--- src/rtl/tx_on_pkg.sv ---
// Shared constants and types for the multi-channel TX-on detector.
// COUNT_SCALE converts microsecond settings into clock cycles.
package tx_on_pkg;

  localparam int CLOCK_SPEED = 10;
  localparam int COUNT_SCALE = CLOCK_SPEED;
  localparam int STRETCH     = 4;

  typedef enum logic {
    IDLE  = 1'b0,
    BB_ON = 1'b1
  } tx_state_e;

endpackage

--- src/rtl/tx_on_detection_ch.sv ---
// One TX chain: burst FSM, ongoing stretch, latched config,
// RF window counter and baseband watchdog.
module tx_on_detection_ch
  import tx_on_pkg::*;
#(
  parameter int DLY_W = 8,
  parameter int EXT_W = 4,
  parameter int TO_W  = 12,
  parameter int CNT_W = 16
) (
  input  logic             clk,
  input  logic             rst,
  input  logic             search,
  input  logic             enable,
  input  logic             fifo_empty,
  input  logic             timeout_clear,
  input  logic [DLY_W-1:0] delay_top,
  input  logic [EXT_W-1:0] ext_top,
  input  logic [TO_W-1:0]  timeout_top,
  output logic             bb_on_stretch,
  output logic             rf_on,
  output logic             pulse_start,
  output logic             pulse_end,
  output logic             timeout
);

  localparam logic [CNT_W-1:0] SCALE = CNT_W'(COUNT_SCALE);
  localparam logic [CNT_W-1:0] ONE   = CNT_W'(1);

  tx_state_e          state;
  tx_state_e          state_nxt;
  logic               empty_d1;
  logic [STRETCH-1:0] bb_dly;
  logic               bb_on;
  logic               running;
  logic               wd_fire;
  logic [CNT_W-1:0]   d_now;
  logic [CNT_W-1:0]   e_now;
  logic [CNT_W-1:0]   t_now;
  logic [CNT_W-1:0]   d_lat;
  logic [CNT_W-1:0]   e_lat;
  logic [CNT_W-1:0]   t_lat;
  logic [CNT_W-1:0]   t_eff;
  logic [CNT_W-1:0]   rf_cnt;
  logic [CNT_W-1:0]   wd_cnt;

  assign d_now = CNT_W'(delay_top) * SCALE;
  assign e_now = d_now + CNT_W'(ext_top) * SCALE;
  assign t_now = CNT_W'(timeout_top) * SCALE;

  assign bb_on         = (state == BB_ON);
  assign pulse_start   = bb_on & ~bb_dly[0];
  assign pulse_end     = ~bb_on & bb_dly[0];
  assign bb_on_stretch = bb_on | (|bb_dly);

  // The limit is only latched at the start edge, so that cycle
  // must see the live value for a one-cycle watchdog to work.
  assign t_eff   = pulse_start ? t_now : t_lat;
  assign wd_fire = bb_on && (t_eff != '0)
                   && (wd_cnt == t_eff - ONE);

  always_comb begin
    state_nxt = state;
    unique case (state)
      IDLE: begin
        if (search && enable && empty_d1 && !fifo_empty)
          state_nxt = BB_ON;
      end
      BB_ON: begin
        if ((!search && !empty_d1 && fifo_empty) || wd_fire)
          state_nxt = IDLE;
      end
      default: state_nxt = IDLE;
    endcase
  end

  always_ff @(posedge clk) begin
    if (rst) begin
      state    <= IDLE;
      empty_d1 <= 1'b0;
      bb_dly   <= '0;
      d_lat    <= '0;
      e_lat    <= '0;
      t_lat    <= '0;
      rf_cnt   <= '0;
      running  <= 1'b0;
      rf_on    <= 1'b0;
      wd_cnt   <= '0;
      timeout  <= 1'b0;
    end else begin
      state    <= state_nxt;
      empty_d1 <= fifo_empty;
      bb_dly   <= {bb_dly[STRETCH-2:0], bb_on};
      if (pulse_start) begin
        d_lat <= d_now;
        e_lat <= e_now;
        t_lat <= t_now;
      end
      if (pulse_start || pulse_end)
        rf_cnt <= '0;
      else if (rf_cnt != e_lat + ONE)
        rf_cnt <= rf_cnt + ONE;
      if (pulse_start)
        running <= 1'b1;
      else if (pulse_end)
        running <= 1'b0;
      if (!(pulse_start || pulse_end)) begin
        if (running && rf_cnt == d_lat)
          rf_on <= 1'b1;
        else if (!running && rf_cnt == e_lat)
          rf_on <= 1'b0;
      end
      wd_cnt <= bb_on ? wd_cnt + ONE : '0;
      if (timeout_clear)
        timeout <= 1'b0;
      else if (wd_fire)
        timeout <= 1'b1;
    end
  end

endmodule

--- src/rtl/tx_on_multi_detection.sv ---
// Multi-channel TX-on detector: shared search flag, one
// detector per chain, OR of the stretched baseband windows.
module tx_on_multi_detection
  import tx_on_pkg::*;
#(
  parameter int NUM_CH = 2,
  parameter int DLY_W  = 8,
  parameter int EXT_W  = 4,
  parameter int TO_W   = 12,
  parameter int CNT_W  = 16
) (
  input  logic              clk,
  input  logic              rst,
  input  logic [DLY_W-1:0]  bb_rf_delay_count_top,
  input  logic [EXT_W-1:0]  rf_end_ext_count_top,
  input  logic [TO_W-1:0]   bb_timeout_top,
  input  logic [NUM_CH-1:0] ch_enable,
  input  logic              phy_tx_started,
  input  logic              phy_tx_done,
  input  logic [NUM_CH-1:0] tx_iq_fifo_empty,
  input  logic              timeout_clear,
  output logic              tx_bb_is_ongoing,
  output logic [NUM_CH-1:0] tx_bb_is_ongoing_ch,
  output logic [NUM_CH-1:0] tx_rf_is_ongoing,
  output logic [NUM_CH-1:0] pulse_tx_bb_start,
  output logic [NUM_CH-1:0] pulse_tx_bb_end,
  output logic [NUM_CH-1:0] tx_bb_timeout
);

  logic search;

  always_ff @(posedge clk) begin
    if (rst)
      search <= 1'b0;
    else if (phy_tx_started)
      search <= 1'b1;
    else if (phy_tx_done)
      search <= 1'b0;
  end

  for (genvar i = 0; i < NUM_CH; i++) begin : g_ch
    tx_on_detection_ch #(
      .DLY_W (DLY_W),
      .EXT_W (EXT_W),
      .TO_W  (TO_W),
      .CNT_W (CNT_W)
    ) u_ch (
      .clk           (clk),
      .rst           (rst),
      .search        (search),
      .enable        (ch_enable[i]),
      .fifo_empty    (tx_iq_fifo_empty[i]),
      .timeout_clear (timeout_clear),
      .delay_top     (bb_rf_delay_count_top),
      .ext_top       (rf_end_ext_count_top),
      .timeout_top   (bb_timeout_top),
      .bb_on_stretch (tx_bb_is_ongoing_ch[i]),
      .rf_on         (tx_rf_is_ongoing[i]),
      .pulse_start   (pulse_tx_bb_start[i]),
      .pulse_end     (pulse_tx_bb_end[i]),
      .timeout       (tx_bb_timeout[i])
    );
  end

  assign tx_bb_is_ongoing = |tx_bb_is_ongoing_ch;

endmodule

--- config.mk ---
export PLATFORM = sky130hd
export DESIGN_NAME = tx_on_multi_detection
export DESIGN_NICKNAME = d
export VERILOG_FILES = /design/src/rtl/tx_on_pkg.sv /design/src/rtl/tx_on_detection_ch.sv /design/src/rtl/tx_on_multi_detection.sv
export SDC_FILE = /design/constraint.sdc
export NUM_CORES = 1
export LEC_CHECK = 0
export BUFFER_PORTS_ARGS = -buffer_cell sky130_fd_sc_hd__buf_2
export CORE_ASPECT_RATIO = 0.7
export CORE_MARGIN = 8
export CORE_UTILIZATION = 60
export DETAILED_ROUTE_END_ITERATION = 16
export GPL_TIMING_DRIVEN = 0
export PLACE_DENSITY = 0.78
export SYNTH_ARGS = -nofsm -noshare
export SYNTH_HDL_FRONTEND = slang
export SYNTH_SLANG_ARGS = --single-unit
--- constraint.sdc ---
create_clock -name clk -period 9 [get_ports clk]
set_input_delay 0.45 -clock clk [delete_from_list [all_inputs] [get_ports clk]]
set_output_delay 0.45 -clock clk [all_outputs]
set_load 0.05 [all_outputs]
# After elaboration in Yosys (flattened, before gate mapping)
# Index checks and enable logic that the tools add are counted.
[word_totals]
inputBits = 33
elab_cells = 119
ff_bits = 169
n_memories = 0
latch_bits = 0
ram_bits = 0
out_inout_bits = 11
mem_bits_ro = 0
[op_classes]
div_mod_pow = 0
n_eq_ne = 8
n_mul = 3
n_reduce_logical = 46
shifts = 0
bitwise = 12
add_sub_neg = 9
magnitude_cmp = 0
muxes = 18
[ops]
columns = ["op", "n"]
rows = [
  ["$add 16x1->16 const B", 6],
  ["$eq 16x16->1", 4],
  ["$eq 16x12->1", 2],
  ["$mux 16", 2],
  ["$ne 16x16->1", 2],
  ["$reduce_bool 16->1", 2],
  ["$sub 16x1->16 const B", 2],
  ["$logic_and 1x1->1", 18],
  ["$mul 12x3->15 const B", 1],
  ["$mux 1", 14],
  ["$add 12x8->13", 1],
  ["$reduce_or 2->1", 6],
  ["$mul 8x3->11 const B", 1],
  ["$reduce_bool 2->1", 5],
  ["$reduce_or 4->1", 2],
  ["$logic_not 1->1", 7],
  ["$mul 4x3->7 const B", 1],
  ["$not 1->1", 6],
  ["$and 1x1->1", 4],
  ["$logic_or 1x1->1", 4],
  ["$pmux 1 s2", 2],
  ["$reduce_and 2->1", 2],
  ["$or 1x1->1", 2],
]

# Longest topological paths before layout
[logic_depth]
depth_word = 9
mapped_depth = 17
depth_no_buf = 13

# Cells and area by module
# From an unflattened synthesis, not the netlist that was laid out.
[unflattened]
hier_cells = 1235
area_unflattened_um2 = 10597.7
[by_module_without_submodules]
columns = ["module", "n_inst", "seq_area_each_um2", "cells_per_inst", "area_each_um2"]
rows = [
  ["tx_on_detection_ch", 2, 1601.5, 615, 5276.3],
  ["tx_on_multi_detection", 1, 20.0, 5, 45.0],
]

# Worst setup path after synthesis
# No wires, ideal clock.
[synth_timing]
path_kind = "register to register"
startpoint = "register g_ch[0].u_ch.bb_dly[0]"
endpoint = "register g_ch[0].u_ch.state"
period_less_slack_ns = 4.252
path_slack_ns = 4.748
t_required_ns = 8.871
stages_incl_launch_ff = 18
path_buffers = 5
t_arrival_ns = 4.123
setup_ns = 0.129
path_cell_list = "dfxtp_1 -> inv_1 -> ha_1 -> buf_2 -> buf_2 -> buf_4 -> clkbuf_1 -> buf_1 -> mux2i_1 -> ha_1 -> o211ai_1 -> a2111o_1 -> a2111oi_4 -> xnor2_1 -> nand2_1 -> or4_1 -> a2111oi_2 -> o22ai_1"
[synth_via]
elab_chain_cells = 9
elab_cells_between_ends = 11
cone_classes = "add/sub: 1; eq/ne: 1; mux: 3; bitwise: 2; reduce/logical: 4"
[synth_lines]
columns = ["item", "line_no", "text"]
rows = [
  ["from (decl)", "tx_on_detection_ch.sv:33", "logic [STRETCH-1:0] bb_dly;"],
  ["from (signal assigned)", "tx_on_detection_ch.sv:93", "bb_dly <= {bb_dly[STRETCH-2:0], bb_on};"],
  ["$not 1->1 *", "tx_on_detection_ch.sv:52", "assign pulse_start = bb_on & ~bb_dly[0];"],
  ["$and 1x1->1 *", "tx_on_detection_ch.sv:52", ""],
  ["net g_ch[0].u_ch.pulse_start", "tx_on_detection_ch.sv:22", "output logic pulse_start,"],
  ["$mux 16 *", "tx_on_detection_ch.sv:58", "assign t_eff = pulse_start ? t_now : t_lat;"],
  ["$sub 16x1->16 / $reduce_bool 16->1 (equally long branches)", "tx_on_detection_ch.sv:60, tx_on_detection_ch.sv:59", ""],
  ["$eq 16x16->1 / $logic_and 1x1->1 (equally long branches)", "tx_on_detection_ch.sv:60, tx_on_detection_ch.sv:59", ""],
  ["$logic_and 1x1->1 *", "tx_on_detection_ch.sv:60", "&& (wd_cnt == t_eff - ONE);"],
  ["$logic_or 1x1->1 *", "tx_on_detection_ch.sv:70", "if ((!search && !empty_d1 && fifo_empty) || wd_fire)"],
  ["$mux 1 *", "tx_on_detection_ch.sv:70", ""],
  ["$pmux 1 s2 *", "tx_on_detection_ch.sv:64", "unique case (state)"],
  ["to (signal assigned)", "tx_on_detection_ch.sv:91", "state <= state_nxt;"],
  ["to (decl)", "tx_on_detection_ch.sv:30", "tx_state_e state;"],
]
# The timed path passes the listed nets; every way through them passes the cells marked *.
# A chain may end at the register's enable or synchronous reset.

# Final worst setup path
# Ends and elaborated chain as after synthesis.

==> results_dict.tcl <==
set metrics [dict create \
    crit_slowest_cell "buf_1" \
    track_usage_pct 23.8 \
    power_density_nw_per_um2 176 \
    grt_start_max_net_pins 17 \
    dp_hpwl_um 17900 \
    synth_edf_count 0 \
    cts_buffers 17 \
    final_cell_mix "nor2_1 (172), dfxtp_1 (161), xnor2_1 (78), xor2_1 (73), ha_1 (55)" \
    seq_area_frac_synth_pct 33.3 \
    synth_area_um2 9690 \
    p_leak_nw 4.34 \
    use_met3_pct 4.11 \
    drt-total-wl_um 24000 \
    rrSetupSlack_ps 3440 \
    slew_headroom_pct 44.7 \
    post-route-period-util_pct 61.8 \
    synthSimpleGateAreaFrac_pct 21.7 \
    cts_resized 0 \
    htree_levels 4 \
    postCtsSetupBuffers 0 \
    yosys-mux-area-fraction_pct 5.06 \
    n_antenna_cell 0 \
    use_met2_pct 35.4 \
    fmax_ghz 0.180 \
    synth_top_flop_cell "dfxtp_1" \
    final_common_cell "nor2_1" \
    grt_most_used_layer "met1" \
    worstRegToRegCells 17 \
    fin_nets 1276 \
    cts_tree "yes" \
    skew_ps 8.25 \
    cts_hold_buffers 0 \
    cp.required_ps 9300 \
    clockRootBuffer "clkbuf_16" \
    grt_pass1_vias 7513 \
    grt_overflow_total 0 \
    netlist_instances 1122 \
    dieArea_um2 20500 \
    synth_top_family_by_area "simple AND/OR/NAND/NOR gates" \
    setup_violations 0 \
    finalHoldViolations 0 \
    ys_warn_count 0 \
    final_core_util_pct 67.7 \
    tns_ps 0 \
    hold_class "input pin to flop" \
    io_buffers 43 \
    cts_buffer_depth 2 \
    drt_first_pass_iters 6 \
    async_reset_ff_share_pct 0 \
    grt_pass1_wl_um 39500 \
    synth_cell_types 77 \
    antenna_found_initial 0 \
    synth_compound_area_share_pct 13.4 \
    postRouteAntennaNets 0 \
    critPathKind "flop to flop" \
    peakVddDrop_v 0.000128 \
    core_area_um2 16100 \
    cpPeakStageDelay_ps 530 \
    start_util_pct 60.4 \
    viasPerCell 5.84 \
    syn_nets 1214 \
    ios 44 \
    path_cells "inv_1 -> ha_1 -> buf_2 -> buf_2 -> buf_4 -> clkbuf_1 -> buf_1 -> mux2i_1 -> ha_1 -> o211ai_1 -> a2111o_1 -> a2111oi_4 -> xnor2_1 -> nand2_1 -> or4_1 -> a2111oi_2 -> o22ai_1" \
    worst_slew_pin_slew_ps 829 \
    status "finished clean" \
    crit_fanout 10 \
    critPathArrivalTime_ps 5860 \
    slew_violations 0 \
    nFillCells 1266 \
    synth_adder_area_share_pct 7.93 \
    rsz0062_at_grt "false" \
    gp_congestion 0.891 \
    syn_to_final_growth_pct 12.2 \
    ys_seq_elements 161 \
    drive_above_1_share_pct 9.53 \
    maxCapViolCount 0 \
    drtIter0Drc 736 \
    syn_avg_cell_area_um2 8.64 \
    whs_ps 234 \
    layout.cells.non_filler 1401 \
    drc 0 \
    period_minus_slack_ps 5560 \
    die_y_um 122 \
    placed_cells 1370 \
    grt_use_met1_pct 35.6 \
    cts_num_sinks 161 \
    fp.dieW_um 168 \
    clkSlewWorstSetupHoldPaths_ps 60 \
    synth_xor_area_share_pct 14.1 \
    clk_latency_ps 430 \
    crit_path_end_kind "flop" \
    num_rows 39 \
    dr_total_vias 8186 \
    hold_path_depth 3 \
    wl_per_cell_um 17.2 \
    cp-start-kind "flop" \
]
logic make-up after synthesis:
| family | after synthesis |
|---|---|
| buf+inv | 104 |
| compound gates | 173 |
| simple gates | 423 |
| mux | 49 |
| xor+xnor | 153 |
| fa+ha+maj | 59 |
| flops | 161 |
cell type report:
class	instances	area, µm²	area share, %
inverter	39	146	1.35
timing repair buffer	43	215	1.98
buffer	65	294	2.70
sequential	161	3220	29.6
clock inverter	14	285	2.62
clock buffer	17	425	3.91
tap	205	256	2.36
multi-input combinational	857	6030	55.4
stage by stage:
stage | worst slack [ps] | cell area (µm²) | total power, W
3_3_place_gp | 3490 | 10200 | 0.00103
3_5_place_dp | 3530 | 10200 | 0.00103
2_1_floorplan | 4750 | 9690 | 0.000955
4_1_cts | 3490 | 10900 | 0.00191
6_report | 3440 | 10900 | 0.00191
5_1_grt | 3130 | 10900 | 0.00197
path summary, 6_finish.rpt:
path                           from                     end
max          g_ch[0].u_ch.bb_dly[0]      g_ch[0].u_ch.bb_on
min                  phy_tx_started                  search
max reg2reg  g_ch[0].u_ch.bb_dly[0]      g_ch[0].u_ch.bb_on
min reg2reg  g_ch[1].u_ch.bb_dly[2]  g_ch[1].u_ch.bb_dly[3]
metal layers:
metal	routed length, µm	vias to the layer above	part of all wire, %
li1	-	4058	-
met5	0	-	0
met4	230	0	0.96
met3	1720	21	7.1
met1	12100	3865	50
met2	9970	242	41
critical path, delay by kind of cell (launching register included):
| kind | cells | cell delay (ps) |
|---|---|---|
| compound gates | 5 | 1620 |
| fa+ha+maj | 2 | 500 |
| flops | 1 | 340 |
| simple gates | 2 | 600 |
| xor+xnor | 1 | 170 |
| buf+inv | 6 | 1790 |
| mux | 1 | 420 |
registers in the layout, summed over array words and instances (netlist names), 8 cells and up:
name              cells
g_ch.u_ch.rf_cnt     32
g_ch.u_ch.t_lat      32
g_ch.u_ch.wd_cnt     32
g_ch.u_ch.bb_dly      8
g_ch.u_ch.d_lat      22
g_ch.u_ch.e_lat      24
report_power, final:
part	total (W)	switching (W)	internal [W]
registers	0.000735	0.0000124	0.000722
logic	0.000291	0.000180	0.000111
clock network	0.000882	0.000306	0.000576
synth_stat cells (14+ instances only):
| cell type | instances | area (µm²) |
|---|---|---|
| nor2b_1 | 14 | 87.6 |
| ha_1 | 55 | 688 |
| nand2_1 | 51 | 191 |
| inv_1 | 37 | 139 |
| o21ai_0 | 22 | 110 |
| clkbuf_1 | 40 | 150 |
| nor2_1 | 172 | 646 |
| mux2i_1 | 49 | 490 |
| nand3_1 | 32 | 160 |
| xnor2_1 | 78 | 683 |
| a21oi_1 | 37 | 185 |
| or3_1 | 20 | 125 |
| nor4_1 | 16 | 100 |
| nand4_1 | 24 | 150 |
| nor3_1 | 19 | 95.1 |
| xor2_1 | 73 | 639 |
| dfxtp_1 | 161 | 3220 |
Note: power is estimated with default switching activity, not from simulation.
